===== src/rtl/bcd_mod_counter.sv =====
// Two-digit BCD modulo counter stage for the clock datapath (hours/minutes/seconds).
// Supports cascade carry, per-digit manual adjust, validated load and 12h display mapping.
module bcd_mod_counter #(
  parameter int MOD       = 24,
  parameter bit MODE12_EN = 1'b1,
  parameter bit ADJ_EDGE  = 1'b1
) (
  input  logic       CP,
  input  logic       reset,
  input  logic       EN,
  input  logic       mode,
  input  logic       increUnit,
  input  logic       increTen,
  input  logic       ld,
  input  logic [7:0] ld_val,
  output logic [7:0] Q,
  output logic [6:0] bin,
  output logic [7:0] disp,
  output logic       noon,
  output logic       CO,
  output logic       ld_err
);

  localparam logic [7:0] LAST = 8'(MOD - 1);
  localparam bit         M12  = MODE12_EN && (MOD == 24);

  logic [3:0] t_q, t_d, u_q, u_d;
  logic       err_q, err_d;
  logic       pu_q, pt_q;
  logic [7:0] v;
  logic       adj_u, adj_t, ld_ok;
  logic [3:0] t1, u1, tn, hv;
  logic [7:0] base, lim;

  function automatic logic [7:0] x10(input logic [3:0] d);
    return ({4'd0, d} << 3) + ({4'd0, d} << 1);
  endfunction

  assign v     = x10(t_q) + {4'd0, u_q};
  assign adj_u = ADJ_EDGE ? (increUnit & ~pu_q) : increUnit;
  assign adj_t = ADJ_EDGE ? (increTen & ~pt_q) : increTen;
  assign ld_ok = (ld_val[3:0] <= 4'd9) && (ld_val[7:4] <= 4'd9) &&
                 ((x10(ld_val[7:4]) + {4'd0, ld_val[3:0]}) <= LAST);

  always_comb begin
    t_d   = t_q;
    u_d   = u_q;
    err_d = 1'b0;
    t1    = t_q;
    u1    = u_q;
    tn    = 4'd0;
    base  = 8'd0;
    lim   = 8'd0;
    if (ld) begin
      if (ld_ok) begin
        t_d = ld_val[7:4];
        u_d = ld_val[3:0];
      end else begin
        err_d = 1'b1;
      end
    end else if (adj_u || adj_t) begin
      // Units step resolves first; the tens step then sees its result.
      if (adj_u) begin
        u1 = ((u_q == 4'd9) || ((v + 8'd1) > LAST)) ? 4'd0 : u_q + 4'd1;
      end
      t_d = t1;
      u_d = u1;
      if (adj_t) begin
        tn   = t1 + 4'd1;
        base = x10(tn);
        if (base <= LAST) begin
          lim = LAST - base;
          t_d = tn;
          u_d = ({4'd0, u1} <= lim) ? u1 : lim[3:0];
        end else begin
          t_d = 4'd0;
        end
      end
    end else if (EN) begin
      if (v == LAST) begin
        t_d = 4'd0;
        u_d = 4'd0;
      end else if (u_q == 4'd9) begin
        t_d = t_q + 4'd1;
        u_d = 4'd0;
      end else begin
        u_d = u_q + 4'd1;
      end
    end
  end

  // Previous-sample registers reset high so a button held through reset is not an edge.
  always_ff @(posedge CP or negedge reset) begin
    if (!reset) begin
      t_q   <= 4'd0;
      u_q   <= 4'd0;
      err_q <= 1'b0;
      pu_q  <= 1'b1;
      pt_q  <= 1'b1;
    end else begin
      t_q   <= t_d;
      u_q   <= u_d;
      err_q <= err_d;
      pu_q  <= increUnit;
      pt_q  <= increTen;
    end
  end

  assign Q      = {t_q, u_q};
  assign bin    = v[6:0];
  assign ld_err = err_q;
  assign CO     = EN & (v == LAST) & ~ld & ~adj_u & ~adj_t;

  // V-12 only matters for V in 13..23, where the low nibble arithmetic is exact.
  assign hv = v[3:0] - 4'd12;

  always_comb begin
    disp = Q;
    noon = 1'b0;
    if (M12 && !mode) begin
      if (v == 8'd0) begin
        disp = 8'h12;
      end else if (v == 8'd12) begin
        disp = 8'h12;
        noon = 1'b1;
      end else if (v > 8'd12) begin
        noon = 1'b1;
        disp = (hv >= 4'd10) ? {4'd1, hv - 4'd10} : {4'd0, hv};
      end
    end
  end

endmodule


===== config.mk =====
export PLATFORM = sky130hd
export DESIGN_NAME = bcd_mod_counter
export DESIGN_NICKNAME = d
export VERILOG_FILES = /design/src/rtl/bcd_mod_counter.sv
export SDC_FILE = /design/constraint.sdc
export NUM_CORES = 1
export LEC_CHECK = 0
export BUFFER_PORTS_ARGS = -buffer_cell sky130_fd_sc_hd__buf_2
export CORE_MARGIN = 2
export CORE_UTILIZATION = 50
export CTS_BUF_LIST = sky130_fd_sc_hd__clkbuf_4
export CTS_CLUSTER_DIAMETER = 30
export DETAILED_ROUTE_END_ITERATION = 16
export PLACE_DENSITY = 0.74
export REMOVE_ABC_BUFFERS = 1
export SLEW_MARGIN = 20
export SYNTH_ARGS = -nofsm -noshare
export SYNTH_HDL_FRONTEND = slang
export SYNTH_SLANG_ARGS = --single-unit

===== constraint.sdc =====
create_clock -name CP -period 13.7 [get_ports CP]
set_clock_uncertainty 0.1 [all_clocks]
set_input_delay 2.74 -clock CP [delete_from_list [all_inputs] [get_ports CP]]
set_output_delay 2.74 -clock CP [all_outputs]
set_load 0.01 [all_outputs]

==> reports/qor.csv <==
metric,value,unit
status,completed,
core area,3940,um^2
Cells after Synth,241,
largest net degree at the start of global routing,17,
Critical Path RT,10.86,ns
Switching Share,56.7,%
WL final,4860,um
Synth Warn #,0,
io pins,41,
Clk pwr share,3.9,%
Max-Cap Viols,0,
global-route usage over all layers,23.7,%
predominant post-synthesis flop cell,dfrtp_1,
fraction of registers with async set/reset,100,%
number of diodes,0,
#FFs+latches synth,11,
RSZ-0062 raised after global routing,false,
sequential element share of the synthesized area,13.8,%
CTS tree,yes,
Resized cells post-CTS,0,
r2r startpoint,t1[0],
CP max-delay cell,fa_1,
sequential power share,9.6,%
crit end category,output port,
post-route ant nets,0,
min cycle time layout,6.61,ns
setup repair bufs after CTS,0,
CP max stage delay,0.75,ns
Rows,23,
Clock Tree Buf Depth,2,
via count,1982,
grt ovf,0,
Vias per Instance,6.04,
die width,67.5,um
Comb power frac,86.5,%
Initial Utilization,51.1,%
Root Buffer,clkbuf_4,
H-tree Lvls,1,
max-slew violations,0,
Peak VDD IR,0.107,mV
Die ar.,4550,um^2
CP Launch Type,register,
via count of the first global-routing pass,1841,
DRC viols,0,
first-pass GRT wire length,8320,um
Synth Cell Area,2010,um^2
layout cells sized above 1,24.8,%
adder-cell share of the synthesized area,23.6,%
worst-margin pin slew,0.621,ns
Top Family by Delay on Critical Path,adder cells,
CP Max Fanout,8,
P_leak,0.00108,uW
routability congestion estimate,0.972,
"most used cell, CP",o21ai_0,
port bufs,40,
hold_sp,t1[2],
NetSw,359,uW
post-DP HPWL,3980,um
Slew HR,58.2,%
worst min path class,reg -> reg,
Simple-Gate Fraction of Synth Area,22.0,%
mux share of post-synthesis cell area,0.994,%
PwrDens,280,nW/um^2
Tcrit/Tclk final,48.3,%
TritonCTS buffer count,3,
Die Height,67.5,um
area growth from synthesis to layout,12.4,%
"commonest non-fill, non-tap cell in the layout",buf_2,
Synth Area in Compound Gates,30.3,%
Initial DRT Pass Iterations,4,
wire per inst,14.8,um
Final nets,329,
Crit Path Category,reg -> out,
hold buffer count at cts,0,
clock sink total,11,
Pint,274,uW
Worst Path Buf+Inv,4,
syn_area_per_cell,8.35,um^2
Starting DRT DRC Count,102,
initial antenna violation count,0,
fmax,0.151,GHz
worst skew pair latency,0.27,ns
CP cell instances,"inv_1, fa_1, inv_1, fa_1, inv_1, ha_1, a21oi_1, o21ai_0, o21ai_0, o21ai_0, o21ai_0, buf_2",
Fin Setup TNS,0,ns
synth unique cells,70,
Post-DP Area,2230,um^2
number of synthesized flops with an enable pin,0,
Setup-failing EPs final,0,
"commonest cells after routing, fill and taps aside","40 x buf_2, 30 x ha_1, 20 x inv_1, 19 x nor2_1, 18 x a21oi_1",
WP data arrival,3.77,ns
largest family of logic cells by synthesized area,compound AO/OA/AOI/OAI gates,
final-report hold violation count,0,
"Clk pin slew, worst setup/hold paths",0.07,ns
Final Cell Area,2260,um^2
worst setup path start,t1[0],
xor/xnor cell area share of the yosys netlist,3.36,%
==> flip-flops by register name, summed over array words and instances (netlist names) <==
| register | count |
|---|---|
| t1 | 4 |
| pu_q | 1 |
| pt_q | 1 |
| u_q | 4 |
| ld_err | 1 |
==> routing by layer <==
metal / share of wire, % / global-route usage, %
met5: 0 / 0
met4: 0.86 / 5.61
met1: 46 / 32.0
met2: 46 / 41.0
met3: 7.1 / 1.67
==> area by class of cell <==
cell class | instances | area (um^2)
Fill cell | 381 | 1680
Multi-Input combinational cell | 203 | 1620
Sequential cell | 11 | 278
Timing Repair Buffer | 40 | 200
Inverter | 20 | 75.1
Tap cell | 50 | 62.6
Clock buffer | 4 | 30.0
==> path summary, 6_finish.rpt <==
check | to | slack, ns | depth (start not counted)
min | t1[2] | 0.58 | 1
max in group asynchronous | pu_q | 11.01 | 1
max reg2reg | u_q[3] | 8.11 | 19
max | disp[1] | 7.09 | 12
min in group asynchronous | t1[0] | 2.23 | 1
min reg2reg | t1[2] | 0.58 | 1
==> cell families after synthesis <==
group                    count (synthesis)
adder cells (fa/ha/maj)                 35
AND/OR/NAND/NOR                         80
AO/OA/AOI/OAI                           80
multiplexers                             2
buffers and inverters                   27
flip-flops                              11
XOR/XNOR                                 6
==> power groups by stage <==
stage	clock [uW]	combinational, uW	sequential [uW]
floorplan	0	418	58.8
global placement	0	544	61.1
detailed placement	0	549	61.5
CTS	25.8	552	60.7
global route	27.2	623	62.5
finish	24.7	548	60.6
==> per-stage QoR <==
stage | power, uW | cells | setup slack (ns) | util, % | hold slack (ns)
final | 633 | 328 | 7.09 | 57.4 | 0.584
after global routing | 713 | 328 | 6.74 | 57.4 | 0.596
after CTS | 639 | 328 | 7.00 | 57.4 | 0.580
after detailed placement | 611 | 324 | 7.30 | 56.6 | 0.562
after global placement | 605 | 324 | 7.32 | 56.6 | 0.557
after floorplan | 477 | 234 | 7.46 | - | 0.530
==> synthesized netlist by cell type, drive strengths merged (4+ instances only) <==
master | number | area, um^2
a211o | 5 | 53.8
a21o | 5 | 37.5
a21oi | 21 | 124
and2 | 5 | 31.3
buf | 4 | 31.3
dfrtp | 9 | 225
fa | 5 | 100
ha | 30 | 375
inv | 20 | 75.1
nand2 | 14 | 55.1
nand2b | 4 | 25.0
nand3 | 12 | 65.1
nand4 | 4 | 25.0
nor2 | 20 | 82.6
nor3 | 5 | 25.0
o21ai | 15 | 86.3
o22ai | 4 | 25.0
xnor2 | 4 | 42.6
Note: power is estimated with default switching activity, not from simulation.
